<file path="config.mk">
export PLATFORM = sky130hd
export DESIGN_NAME = ctrl_sequencer_flat
export DESIGN_NICKNAME = d
export VERILOG_FILES = /design/src/rtl/ctrl_sequencer_if.sv /design/src/rtl/ctrl_sequencer.sv /design/src/flat_wrapper.sv
export SDC_FILE = /design/constraint.sdc
export NUM_CORES = 1
export LEC_CHECK = 0
export CORE_MARGIN = 2
export CORE_UTILIZATION = 40
export CTS_BUF_LIST = sky130_fd_sc_hd__clkbuf_8
export CTS_CLUSTER_DIAMETER = 100
export DETAILED_ROUTE_END_ITERATION = 10
export GPL_ROUTABILITY_DRIVEN = 0
export GPL_TIMING_DRIVEN = 0
export PLACE_DENSITY = 0.79
export SKIP_LAST_GASP = 1
export SYNTH_ARGS = -nofsm -noshare
export SYNTH_HDL_FRONTEND = slang
export SYNTH_SLANG_ARGS = --single-unit
</file>
<file path="constraint.sdc">
create_clock -name clk -period 2.6 [get_ports clk]
set_input_delay 0.39 -clock clk [delete_from_list [all_inputs] [get_ports clk]]
set_output_delay 0.39 -clock clk [all_outputs]
set_load 0.02 [all_outputs]
</file>
<file path="src/rtl/ctrl_sequencer_if.sv">
// ctrl_sequencer_if: instruction-memory handshake and instruction-register link of the control sequencer.
interface ctrl_sequencer_if;
    logic        mem_rd;
    logic        mem_wr;
    logic        mem_ready;
    logic        en_ir;
    logic        ir_valid;
    logic [15:0] ir_out;
    modport master (output mem_rd, mem_wr, en_ir, input mem_ready, ir_valid, ir_out);
    modport slave (input mem_rd, mem_wr, en_ir, output mem_ready, ir_valid, ir_out);
endinterface

</file>
<file path="src/rtl/ctrl_sequencer.sv">
// ctrl_sequencer: multi-cycle fetch/decode/execute control FSM with memory-wait timeout and retired-instruction count.
module ctrl_sequencer #(
    parameter int TIMEOUT = 15,
    parameter int CNT_W   = 16
) (
    input  logic             clk,
    input  logic             rst,
    input  logic             start,
    input  logic             zero_flag,
    ctrl_sequencer_if.master bus,
    output logic             pc_inc,
    output logic             pc_load,
    output logic             alu_en,
    output logic             reg_wr,
    output logic             illegal,
    output logic             bus_err,
    output logic             halted,
    output logic [3:0]       state,
    output logic [CNT_W-1:0] instr_cnt
);
    typedef enum logic [3:0] {
        IDLE = 4'd0, FETCH = 4'd1, LOAD_IR = 4'd2, WAIT_IR = 4'd3, DECODE = 4'd4,
        EXEC = 4'd5, MEM = 4'd6, WB = 4'd7, HALT = 4'd8
    } state_t;
    localparam int WW = TIMEOUT > 2 ? $clog2(TIMEOUT) : 1;
    localparam logic [WW-1:0] WLAST = WW'(TIMEOUT > 0 ? TIMEOUT - 1 : 0);
    state_t cur, nxt;
    logic [WW-1:0] wcnt;
    logic is_st, retire;
    logic [3:0] op;
    logic waiting, timeout;
    assign op      = bus.ir_out[15:12];
    assign state   = cur;
    assign waiting = (cur == FETCH || cur == MEM) && !bus.mem_ready;
    assign timeout = TIMEOUT != 0 && waiting && wcnt == WLAST;
    always_comb begin
        nxt        = cur;
        retire     = 1'b0;
        bus.mem_rd = 1'b0;
        bus.mem_wr = 1'b0;
        bus.en_ir  = 1'b0;
        pc_inc     = 1'b0;
        pc_load    = 1'b0;
        alu_en     = 1'b0;
        reg_wr     = 1'b0;
        illegal    = 1'b0;
        halted     = 1'b0;
        case (cur)
            IDLE: nxt = start ? FETCH : IDLE;
            FETCH: begin
                bus.mem_rd = 1'b1;
                nxt = bus.mem_ready ? LOAD_IR : timeout ? HALT : FETCH;
            end
            LOAD_IR: begin
                bus.en_ir = 1'b1;
                pc_inc    = 1'b1;
                nxt       = WAIT_IR;
            end
            WAIT_IR: nxt = bus.ir_valid ? DECODE : WAIT_IR;
            DECODE: begin
                // NOP, jumps, branches and undefined opcodes all retire here
                nxt    = FETCH;
                retire = 1'b1;
                case (op)
                    4'h0: nxt = FETCH;
                    4'h1, 4'h2, 4'h3, 4'h4: begin
                        nxt    = EXEC;
                        retire = 1'b0;
                    end
                    4'h5, 4'h6: begin
                        nxt    = MEM;
                        retire = 1'b0;
                    end
                    4'h7: pc_load = 1'b1;
                    4'h8: pc_load = zero_flag;
                    4'hF: nxt = HALT;
                    default: illegal = 1'b1;
                endcase
            end
            EXEC: begin
                alu_en = 1'b1;
                nxt    = WB;
            end
            MEM: begin
                bus.mem_rd = !is_st;
                bus.mem_wr = is_st;
                retire     = bus.mem_ready && is_st;
                nxt = bus.mem_ready ? (is_st ? FETCH : WB) : timeout ? HALT : MEM;
            end
            WB: begin
                reg_wr = 1'b1;
                retire = 1'b1;
                nxt    = FETCH;
            end
            HALT: halted = 1'b1;
            default: nxt = IDLE;
        endcase
    end
    always_ff @(posedge clk or negedge rst) begin
        if (!rst) begin
            cur       <= IDLE;
            wcnt      <= '0;
            instr_cnt <= '0;
            bus_err   <= 1'b0;
            is_st     <= 1'b0;
        end else begin
            cur       <= nxt;
            wcnt      <= (nxt != cur) ? '0 : waiting ? wcnt + 1'b1 : wcnt;
            instr_cnt <= instr_cnt + CNT_W'(retire);
            bus_err   <= bus_err | timeout;
            if (cur == DECODE) is_st <= op == 4'h6;
        end
    end
endmodule
</file>
<file path="src/flat_wrapper.sv">
// flat-port wrapper written by rule: the top's interface ports become plain ports
module ctrl_sequencer_flat 
#(
    parameter int TIMEOUT = 15,
    parameter int CNT_W   = 16
)
  (clk, rst, start, zero_flag, pc_inc, pc_load, alu_en, reg_wr, illegal, bus_err, halted, state, instr_cnt, bus_mem_rd, bus_mem_wr, bus_en_ir, bus_mem_ready, bus_ir_valid, bus_ir_out);
  ctrl_sequencer_if bus_i ();
  input  logic clk;
  input  logic rst;
  input  logic start;
  input  logic zero_flag;
  output logic pc_inc;
  output logic pc_load;
  output logic alu_en;
  output logic reg_wr;
  output logic illegal;
  output logic bus_err;
  output logic halted;
  output logic [3:0] state;
  output logic [CNT_W-1:0] instr_cnt;
  output wire logic [$bits(bus_i.mem_rd)-1:0] bus_mem_rd;
  output wire logic [$bits(bus_i.mem_wr)-1:0] bus_mem_wr;
  output wire logic [$bits(bus_i.en_ir)-1:0] bus_en_ir;
  input wire logic [$bits(bus_i.mem_ready)-1:0] bus_mem_ready;
  input wire logic [$bits(bus_i.ir_valid)-1:0] bus_ir_valid;
  input wire logic [$bits(bus_i.ir_out)-1:0] bus_ir_out;
  assign bus_mem_rd = bus_i.mem_rd;
  assign bus_mem_wr = bus_i.mem_wr;
  assign bus_en_ir = bus_i.en_ir;
  assign bus_i.mem_ready = bus_mem_ready;
  assign bus_i.ir_valid = bus_ir_valid;
  assign bus_i.ir_out = bus_ir_out;
  ctrl_sequencer #(.TIMEOUT(TIMEOUT), .CNT_W(CNT_W)) u_core (.clk(clk), .rst(rst), .start(start), .zero_flag(zero_flag), .bus(bus_i), .pc_inc(pc_inc), .pc_load(pc_load), .alu_en(alu_en), .reg_wr(reg_wr), .illegal(illegal), .bus_err(bus_err), .halted(halted), .state(state), .instr_cnt(instr_cnt));
endmodule
</file>
==> Yosys cells after proc, flatten, opt, wreduce, memory -nomap -nowiden <==
Index checks and enable logic that the tools add are counted.
{ "totals": {"register_bits": 26, "output_inout_bits": 30, "elab_cells": 63} }
{ "classes": {"add_sub_neg": 2, "eq_ne": 19, "mux": 23, "n_bitwise": 1, "reduce_logical": 13} }
{ "op_table": {"columns": ["operator", "count"], "rows": [
  ["$pmux W4 S9", 1],
  ["$eq A4 B3 Y1 const B", 8],
  ["$mux W4", 6],
  ["$add A16 B1 Y16", 1],
  ["$eq A4 B2 Y1 const B", 4],
  ["$eq A4 B4 Y1 const B", 4],
  ["$pmux W4 S3", 1],
  ["$mux W1", 10],
  ["$reduce_or A10 Y1", 1],
  ["$eq A4 B1 Y1 const B", 2],
  ["$logic_not A4 Y1", 2],
  ["$mux W3", 2],
  ["$reduce_or A6 Y1", 1],
  ["$add A4 B1 Y4 const B", 1],
  ["$ne A4 B4 Y1", 1],
  ["$pmux W1 S2", 2],
  ["$reduce_or A4 Y1", 1],
  ["$logic_and A1 B1 Y1", 3],
  ["$pmux W1 S3", 1],
  ["$logic_not A1 Y1", 2],
  ["$reduce_bool A2 Y1", 1],
  ["$reduce_or A2 Y1", 1],
  ["$logic_or A1 B1 Y1", 1],
  ["$or A1 B1 Y1", 1]
]} }

==> Depth between registers and ports, before layout <==
Gate-level depths: netlist of run 1.
{ "logic_depth": {"word_depth": 9, "depth_mapped": 11, "ltp_nobuf": 9} }

==> Least setup slack after synthesis of run 1 <==
OpenSTA, ideal clock, no wires.
{ "synth_path": {"path_type": "in2reg", "start": "input port bus_ir_out[13]", "end": "register u_core.instr_cnt[10]", "setup_ns": 0.129, "t_arrival_ns": 2.239, "required_time_ns": 2.471, "path_slack_ns": 0.232, "cell_stages": 10, "cell_sequence": "buf_2 > or3_1 > a31oi_1 > nor2_1 > nor3_1 > ha_1 > ha_1 > clkbuf_1 > nand4_1 > xnor2_1"} }
{ "synth_between": {"elab_chain_cells": 5, "word_cells_on_any_way": 10} }
{ "synth_lines": {"columns": ["element", "line_no", "source"], "rows": [
  ["start: declaration", "flat_wrapper.sv:27", "input wire logic [$bits(bus_i.ir_out)-1:0] bus_ir_out;"],
  ["$eq A4 B1 Y1 (tied with other cells)", "ctrl_sequencer.sv:64", "case (op)"],
  ["$reduce_or A6 Y1 (no line) *", null, null],
  ["$mux W1 *", "ctrl_sequencer.sv:64", null],
  ["$pmux W1 S3 *", "ctrl_sequencer.sv:48", "case (cur)"],
  ["$add A16 B1 Y16 *", "ctrl_sequencer.sv:109", "instr_cnt <= instr_cnt + CNT_W'(retire);"],
  ["end signal: assignment", "ctrl_sequencer.sv:109", null],
  ["end: declaration", "ctrl_sequencer.sv:19", "output logic [CNT_W-1:0] instr_cnt"]
]} }
Mark *: on every way between the ends. The rest lies on a longest branch, timed or not.
A chain may end at the register's enable or synchronous reset.

==> Final worst setup path of run 1 <==
{ "layout_path": {"start": "register u_core.cur[1], in the netlist u_core.state[1]", "end": "output port pc_load"} }
{ "layout_between": {"elab_chain_cells": 2} }
{ "layout_lines": {"columns": ["element", "line_no", "source"], "rows": [
  ["start: declaration", "ctrl_sequencer.sv:27", "state_t cur, nxt;"],
  ["start signal: assignment", "ctrl_sequencer.sv:107", "cur <= nxt;"],
  ["$eq A4 B3 Y1", "ctrl_sequencer.sv:48", null],
  ["$mux W1", "ctrl_sequencer.sv:48", null],
  ["end: declaration", "flat_wrapper.sv:14", "output logic pc_load;"]
]} }
No other way between the ends.

==> results.cfg, run 1 <==
[setup_path]
worstSetupPathType = flip-flop to output port
startpoint_type = flip-flop
critPathArrivalTime_ns = 2.10
critPathTopFamily = simple AND/OR/NAND/NOR gates
worstSetupEndpointType = output port
crit_path_max_incr_delay_ns = 0.63
crit_chain = or4b_1, a21oi_1, clkdlybuf4s50_1
crit_buf_inv = 1
critPathRequiredTime_ns = 2.21
worstPathMaxFanout = 5
rr_startpoint = u_core.state[0]
crit_slowest_cell = or4b_1
critical_path.startpoint = u_core.state[1]

[timing]
period_share_pct = 95.66
min_period_ns = 2.487
fmax_mhz = 402.1
setup_viol = 0
setup_tns_ns = 0
report.final.hold_viol_count = 0
final_max_slew_viol_count = 0
rsz0062_at_grt = true
slew_headroom_pct = 22.40
fin_ws_ns = 0.1130
skew_ns = 0.002044
worst_slew_pin_slew_ns = 1.160

[clocking]
cts_tree = built
ctsRootBufferMaster = clkbuf_8
clock_latency_ns = 0.28
holdBufCountCts = 0
ctsLongestPathBuffers = 2
clk_pin_slew_worst_paths_ns = 0.10
numCtsBuffers = 3
htree_num_levels = 1
clock_sinks = 26

[routing]
drtPass1Iterations = 4
dr_total_vias = 1435
drt_iter0_markers = 89
wl_per_cell_microns = 14.33
ant_nets = 0
routed_wl_mm = 3.739
drc = 0
viasPerCell = 5.498

[synth]
synthArstFlopShare_pct = 100.0
ys_ff_latch = 26
netlist_area_sq_mm = 0.001593
syn_nets = 198
ys_top_cells_by_area = dfrtp_1 (41%), xnor2_1 (8.2%), nand3_1 (4.7%)
synthDistinctLibCells = 45
seq_area_frac_synth_pct = 40.85
yosys.area.top_type = dfrtp_1
synth_commonest_cells = dfrtp_1 (26), nand3_1 (15), xnor2_1 (15), nor2_1 (14)
synth_warnings = 0
synth-edff-count = 0
netlist_instances = 172
synthFlopType = dfrtp_1
yosysMostFrequentCell = dfrtp_1
syn_area_per_cell_sq_um = 9.260
yosysTopAreaCellShare_pct = 40.85

[worst_hold_path]
hold_class = primary input to flip-flop
min_from = bus_ir_out[13]

[die]
die_h_microns = 67.10
die_w_microns = 67.10
die_area_sq_mm = 0.004502
row_count = 22
pin_count = 52
core_sq_mm = 0.003744
start_util_pct = 42.55

[place]
place_ws_ns = -0.4327
placed_cell_area_sq_mm = 0.002023
dp_cells = 257
hpwl_mm = 2.732
io_buffers = 37

[layout]
final_core_util_pct = 56.72
diodes = 0
final_layout_size_suffix_gt1_share_pct = 12.68
n_fill_cell = 352
fin_area_sq_mm = 0.002123
area_growth_pct = 33.31
nets = 240
final_cells = 261

[grt]
grt_pass1_wl_mm = 6.210
overflow = 0
antenna_found_initial = 0
grt_max_degree = 27
gr-usage-all-layers_pct = 18.07
first_global_vias = 1305

[pwr]
p_per_area_mw_per_mm2 = 900.7
vdd_ir_drop_max_uv = 403.2
p_leak_nw = 0.9203

[job]
drv_cap = 0

[outcome]
status = finished, final reports clean
-- routing by layer --
metal  vias up  track usage, %  part of all wire (%)
met3         5           2.703                   4.5
met4         0           6.122                   1.6
met1       691           25.56                    46
li1        698               -                     -
met5         -               0                     0
met2        41           28.22                    48
-- worst reg2reg max path, cell delays in order (launching register included) --
cell	delay (ns)
dfrtp_1	0.41
buf_2	0.19
buf_2	0.20
a31oi_1	0.23
nor2_1	0.06
nor3_1	0.22
ha_2	0.27
ha_2	0.27
nand2_1	0.07
nor2_1	0.11
xor2_1	0.15
-- registers in the layout (all words and copies together), names as in the netlist --
signal and flops:
u_core.bus_err 1, u_core.is_st 1, u_core.instr_cnt 16, u_core.wcnt 4, u_core.state 4
-- logic make-up (layout without fill, tap and decap cells) --
| kind of cell | Yosys count | after routing | synth area share, % |
|---|---|---|---|
| adder cells (fa/ha/maj) | 4 | 4 | 3.142 |
| XOR/XNOR | 19 | 19 | 10.45 |
| AND/OR/NAND/NOR | 76 | 76 | 26.94 |
| AO/OA/AOI/OAI | 31 | 31 | 14.06 |
| flip-flops | 26 | 26 | 40.85 |
| buffers and inverters | 16 | 57 | 4.556 |
-- final cells by class --
type	instances	area (sq um)	area share, %
flip-flops and latches	26	651.9	30.70
clock buffers	3	41.29	1.945
plain buffers	9	50.05	2.357
well taps	48	60.06	2.829
multi-input cells	130	884.6	41.66
clock inverters	1	30.03	1.414
inverters	6	22.52	1.061
repair buffers	38	382.9	18.03
-- stage by stage --
stage / total power [mW] / hold WS, ns
3_3_place_gp: 1.533 / 0.4720
6_report: 1.912 / 0.4672
5_1_grt: 2.030 / 0.4796
2_1_floorplan: 1.201 / 0.09441
4_1_cts: 1.903 / 0.4708
3_5_place_dp: 1.544 / 0.4658
-- what timing repair did --
item | in CTS | in global routing
buffers inserted | 0 | 1
pin swaps | 0 | 1
setup endpoints to repair | 9 | 11
resized for setup | 3 | 7
-- cells in the final DEF (no fill, tap or decap), types with 3 or more instances in the layout --
| master | Yosys | layout |
|---|---|---|
| clkdlybuf4s50_1 | 0 | 35 |
| dfrtp_1 | 26 | 25 |
| nand3_1 | 15 | 15 |
| xnor2_1 | 15 | 15 |
| nor2_1 | 14 | 14 |
| nand2_1 | 9 | 9 |
| a21oi_1 | 8 | 8 |
| nor3_1 | 9 | 7 |
| buf_2 | 7 | 6 |
| nand4_1 | 6 | 6 |
| inv_1 | 5 | 5 |
| nand2b_1 | 4 | 4 |
| a31oi_1 | 4 | 4 |
| xor2_1 | 4 | 4 |
| o211ai_1 | 3 | 3 |
| o21ai_0 | 3 | 3 |
| and3_1 | 3 | 3 |
| clkbuf_8 | 0 | 3 |
-- worst paths after layout --
check,to,slack (ns),depth (start not counted)
min in group asynchronous,u_core.is_st,0.73,1
min,u_core.is_st,0.47,3
max,pc_load,0.11,3
max reg2reg,u_core.instr_cnt[6],0.35,10
max in group asynchronous,u_core.state[2],1.11,1
min reg2reg,u_core.instr_cnt[15],0.49,1
-- where the power goes --
| part | total [mW] | switching, mW | internal [mW] |
|---|---|---|---|
| Clock | 0.343 | 0.137 | 0.206 |
| Combinational | 0.990 | 0.560 | 0.431 |
| Sequential | 0.579 | 0.0969 | 0.482 |
Note: power is estimated with default switching activity, not from simulation.
==> run 2, diff against run 1 <==
==> constraint.sdc (replaced) <==
create_clock -name clk -period 2.7 [get_ports clk]
set_input_delay 0.405 -clock clk [delete_from_list [all_inputs] [get_ports clk]]
set_output_delay 0.405 -clock clk [all_outputs]
set_load 0.02 [all_outputs]
==> run 2 against run 1 <==
Compared with the run above: core utilization fell by 0.10 points; setup slack improved by 0.012 ns; critical endpoint is now pc_inc; wire length fell by 0.29%; largest cell class unchanged; worst hold slack improved by 0.018 ns; sequential cell count did not move; sequential power fell by 3.8%.
==> results.cfg, run 2 (same netlist as run 1, synthesis figures left out) <==
[outcome]
status = finished, final reports clean

[timing]
rsz0062_at_grt = false
worst_slew_pin_slew_ns = 1.163
min_period_ns = 2.575
period_share_pct = 95.35
fmax_mhz = 388.4
report.final.hold_viol_count = 0
fin_ws_ns = 0.1254
final_max_slew_viol_count = 0
setup_tns_ns = 0
setup_viol = 0
slew_headroom_pct = 22.22
whs_ns = 0.4856
skew_ns = 0.002960

[setup_path]
critPathTopFamily = buffers and inverters
worstSetupEndpointType = output port
cpMostUsedCell = buf_2
worst-path-stages = 6
startpoint_type = flip-flop
critPathRequiredTime_ns = 2.30
r2r_cells = 10
worstSetupPathType = flip-flop to output port
critical_path.startpoint = u_core.state[0]
crit_buf_inv = 4
crit_slowest_cell = clkdlybuf4s50_1
r2r_end = u_core.instr_cnt[6]
worstPathMaxFanout = 10
crit_path_max_incr_delay_ns = 0.59
critPathArrivalTime_ns = 2.17
crit_chain = buf_2, buf_2, nand2b_1, nor3_2, buf_4, clkdlybuf4s50_1
endpoint = pc_inc
rr_startpoint = u_core.state[0]
rrSetupSlack_ns = 0.45

[routing]
drc = 0
ant_nets = 0
viasPerCell = 5.540
drtPass1Iterations = 4
drt_iter0_markers = 98
dr_total_vias = 1446
routed_wl_mm = 3.728
wl_per_cell_microns = 14.28

[clocking]
ctsRootBufferMaster = clkbuf_8
cts_tree = built
clk_pin_slew_worst_paths_ns = 0.09
clock_latency_ns = 0.27
holdBufCountCts = 0
htree_num_levels = 1
ctsLongestPathBuffers = 2
numCtsBuffers = 3
clock_sinks = 26

[place]
placed_cell_area_sq_mm = 0.002023
place_ws_ns = -0.3477
io_buffers = 37
dp_cells = 257
hpwl_mm = 2.732

[layout]
n_fill_cell = 352
fin_area_sq_mm = 0.002120
area_growth_pct = 33.07
regMostFlops = u_core.instr_cnt
diodes = 0
final_common_cell = clkdlybuf4s50_1
nets = 240
final_layout_size_suffix_gt1_share_pct = 12.21
largest_reg_flops = 16
mostFrequentLayoutCells = clkdlybuf4s50_1 (36), dfrtp_1 (26), nand3_1 (15), xnor2_1 (15), nor2_1 (14)
final_cells = 261
final_core_util_pct = 56.62

[grt]
grt_max_degree = 27
antenna_found_initial = 0
first_global_vias = 1301
gr-usage-all-layers_pct = 18.04
overflow = 0
grt_pass1_wl_mm = 6.189

[die]
core_sq_mm = 0.003744
row_count = 22
die_h_microns = 67.10
die_w_microns = 67.10
pin_count = 52
die_area_sq_mm = 0.004502
start_util_pct = 42.55

[pwr]
p_per_area_mw_per_mm2 = 867.8
p_leak_nw = 0.9050
power_mw = 1.839
vdd_ir_drop_max_uv = 388.0

[worst_hold_path]
hold_class = primary input to flip-flop

[job]
drv_cap = 0
==> run 2: changes by cell type in the layout (fill, tap and decap cells not counted) <==
cell             change
dfrtp_2              -1
dfrtp_1              +1
dlymetal6s2s_1       -1
clkdlybuf4s50_1      +1
==> run 2: area by class of cell <==
class,count,area (sq um),share of cell area (%)
plain buffers,9,50.05,2.361
clock buffers,3,41.29,1.948
clock inverters,1,30.03,1.417
inverters,6,22.52,1.063
multi-input cells,130,884.6,41.74
flip-flops and latches,26,650.6,30.70
well taps,48,60.06,2.834
repair buffers,38,380.4,17.95
==> run 2: worst min-delay path by stage <==
stage                           endpoint  cells after the start                 start
finish                      u_core.is_st                      3        bus_ir_out[13]
global route                u_core.is_st                      3        bus_ir_out[13]
CTS                         u_core.is_st                      3        bus_ir_out[13]
detailed placement        u_core.bus_err                      1        u_core.bus_err
global placement    u_core.instr_cnt[15]                      1  u_core.instr_cnt[15]
floorplan                 u_core.bus_err                      0                   rst
==> run 2: where the power goes <==
group / switching (mW) / internal, mW
combinational: 0.539 / 0.416
clock: 0.129 / 0.199
sequential: 0.0946 / 0.462
total: 0.763 / 1.08
==> run 2: per-layer routing <==
layer | part of all wire (%) | GRT usage, % | up-vias
li1 | - | - | 700
met2 | 48 | 28.22 | 41
met4 | 1.6 | 6.122 | 0
met1 | 45 | 25.67 | 700
met3 | 4.8 | 2.365 | 5
met5 | 0 | 0 | -
==> run 2: timing repair <==
action                                  in CTS  in global routing
endpoints found under the setup margin       6                  9
gates resized for setup                      1                  7
pin swaps                                    0                  1
setup buffers                                0                  1
==> run 2: tightest hold or removal path, stage by stage <==
cell	delay (ns)
buf_2	0.15
nand4b_1	0.10
o21ai_0	0.07
==> run 3, diff against run 2 <==
--- a/config.mk
+++ b/config.mk
@@ -5,7 +5,6 @@
 export SDC_FILE = /design/constraint.sdc
 export NUM_CORES = 1
 export LEC_CHECK = 0
-export CORE_MARGIN = 2
 export CORE_UTILIZATION = 40
 export CTS_BUF_LIST = sky130_fd_sc_hd__clkbuf_8
 export CTS_CLUSTER_DIAMETER = 100
==> run 3 against run 2 <==
Compared with the run above: critical path depth shrank 2; sequential share of layout area grew 0.57 points; die area shrank 5.9%; core utilization shrank 1.0 points.
==> results.cfg, run 3 (same netlist as run 1, synthesis figures left out) <==
[outcome]
status = finished, final reports clean

[timing]
min_period_ns = 2.560
fin_ws_ns = 0.1404
period_share_pct = 94.80
report.final.hold_viol_count = 0
setup_viol = 0
slew_headroom_pct = 23.01
whs_ns = 0.4839
worst_slew_pin_slew_ns = 1.151
skew_ns = 0.002287
fmax_mhz = 390.7
final_max_slew_viol_count = 0
rsz0062_at_grt = false

[layout]
regMostFlops = u_core.instr_cnt
area_growth_pct = 30.64
largest_reg_flops = 16
final_layout_size_suffix_gt1_share_pct = 10.90
mostFrequentLayoutCells = clkdlybuf4s50_1 (36), dfrtp_1 (26), nand3_1 (15), xnor2_1 (15), nor2_1 (14)
final_common_cell = clkdlybuf4s50_1
diodes = 0
nets = 239
n_fill_cell = 337
fin_area_sq_mm = 0.002081
final_core_util_pct = 55.58

[clocking]
postCtsSetupBuffers = 0
ctsRootBufferMaster = clkbuf_8
clock_latency_ns = 0.27
cts_tree = built
clk_pin_slew_worst_paths_ns = 0.08
clock_sinks = 26
htree_num_levels = 1
numCtsBuffers = 3
ctsLongestPathBuffers = 2
holdBufCountCts = 0

[setup_path]
crit_chain = clkbuf_1, nand3_1, inv_1, clkdlybuf4s50_1
crit_path_max_incr_delay_ns = 0.60
critPathTopFamily = buffers and inverters
startpoint_type = flip-flop
critPathRequiredTime_ns = 2.30
worstSetupPathType = flip-flop to output port
crit_slowest_cell = clkdlybuf4s50_1
crit_buf_inv = 3
worstSetupEndpointType = output port
critPathArrivalTime_ns = 2.15
worstPathMaxFanout = 10

[routing]
drt_iter0_markers = 60
routed_wl_mm = 3.713
drc = 0
ant_nets = 0
wl_per_cell_microns = 14.34
dr_total_vias = 1401
viasPerCell = 5.409
drtPass1Iterations = 4

[pwr]
combPwrFrac_pct = 55.4
p_clk_share_pct = 12.4
p_seq_share_pct = 32.2
netSwitchingFraction_pct = 43.45
p_switching_uw = 749.0
p_int_uw = 974.9
vdd_ir_drop_max_uv = 414.0
p_leak_nw = 0.8820
p_per_area_mw_per_mm2 = 828.5

[place]
io_buffers = 37
place_ws_ns = -0.3095
placed_cell_area_sq_mm = 0.002023
hpwl_mm = 2.674

[grt]
grt_max_degree = 27
grt_pass1_wl_mm = 6.299
antenna_found_initial = 0
first_global_vias = 1340
overflow = 0
gr-usage-all-layers_pct = 18.84

[die]
die_w_microns = 65.10
die_h_microns = 65.10
pin_count = 52
start_util_pct = 42.55
core_sq_mm = 0.003744
row_count = 22
die_area_sq_mm = 0.004238

[worst_hold_path]
hold_class = flip-flop to flip-flop

[job]
drv_cap = 0
run 3: cell types whose count changed in the layout (fill, tap and decap cells not counted), sizes merged:
cell	change
buf	-1
bufinv	-1
run 3: power groups by stage:
stage	sequential, mW	clock (mW)	combinational [mW]
global placement	0.562	0	0.918
floorplan	0.613	0	0.543
CTS	0.554	0.219	0.943
finish	0.555	0.214	0.955
global route	0.569	0.230	1.05
detailed placement	0.562	0	0.930
run 3: cell type report:
| type | count | area [sq um] | share of cell area, % |
|---|---|---|---|
| inverters | 6 | 22.52 | 1.082 |
| multi-input cells | 130 | 884.6 | 42.51 |
| well taps | 48 | 60.06 | 2.886 |
| clock buffers | 3 | 41.29 | 1.984 |
| flip-flops and latches | 26 | 650.6 | 31.27 |
| repair buffers | 37 | 372.9 | 17.92 |
| plain buffers | 9 | 48.80 | 2.345 |
run 3: routing by layer:
layer,track usage (%),vias to the layer above,routed length (microns)
met2,31.12,43,1818
met4,4.620,0,23
met1,25.53,660,1666
met5,0,-,0
li1,-,694,-
met3,3.472,4,204
run 3: path summary, 6_finish.rpt:
path | from | to | slack [ns] | cells after the start
setup / recovery | u_core.state[3] | halted | 0.14 | 4
hold / removal | u_core.instr_cnt[15] | u_core.instr_cnt[15] | 0.48 | 1
setup reg to reg | u_core.state[0] | u_core.instr_cnt[6] | 0.42 | 10
hold reg to reg | u_core.instr_cnt[15] | u_core.instr_cnt[15] | 0.48 | 1
max in group asynchronous | rst | u_core.instr_cnt[8] | 1.27 | 1
min in group asynchronous | rst | u_core.instr_cnt[4] | 0.75 | 1
run 3: what timing repair did:
item | 4_1_cts | 5_1_grt
gates cloned | 0 | 0
pin swaps | 0 | 0
setup endpoints to repair | 4 | 9
gates resized for setup | 1 | 5
run 3: stage by stage:
| step | cells | power [mW] | TNS (ns) |
|---|---|---|---|
| floorplan | 172 | 1.156 | 0 |
| global placement | 257 | 1.481 | -1.808 |
| detailed placement | 257 | 1.492 | -1.824 |
| CTS | 259 | 1.715 | 0 |
| global route | 259 | 1.845 | 0 |
| finish | 259 | 1.724 | 0 |
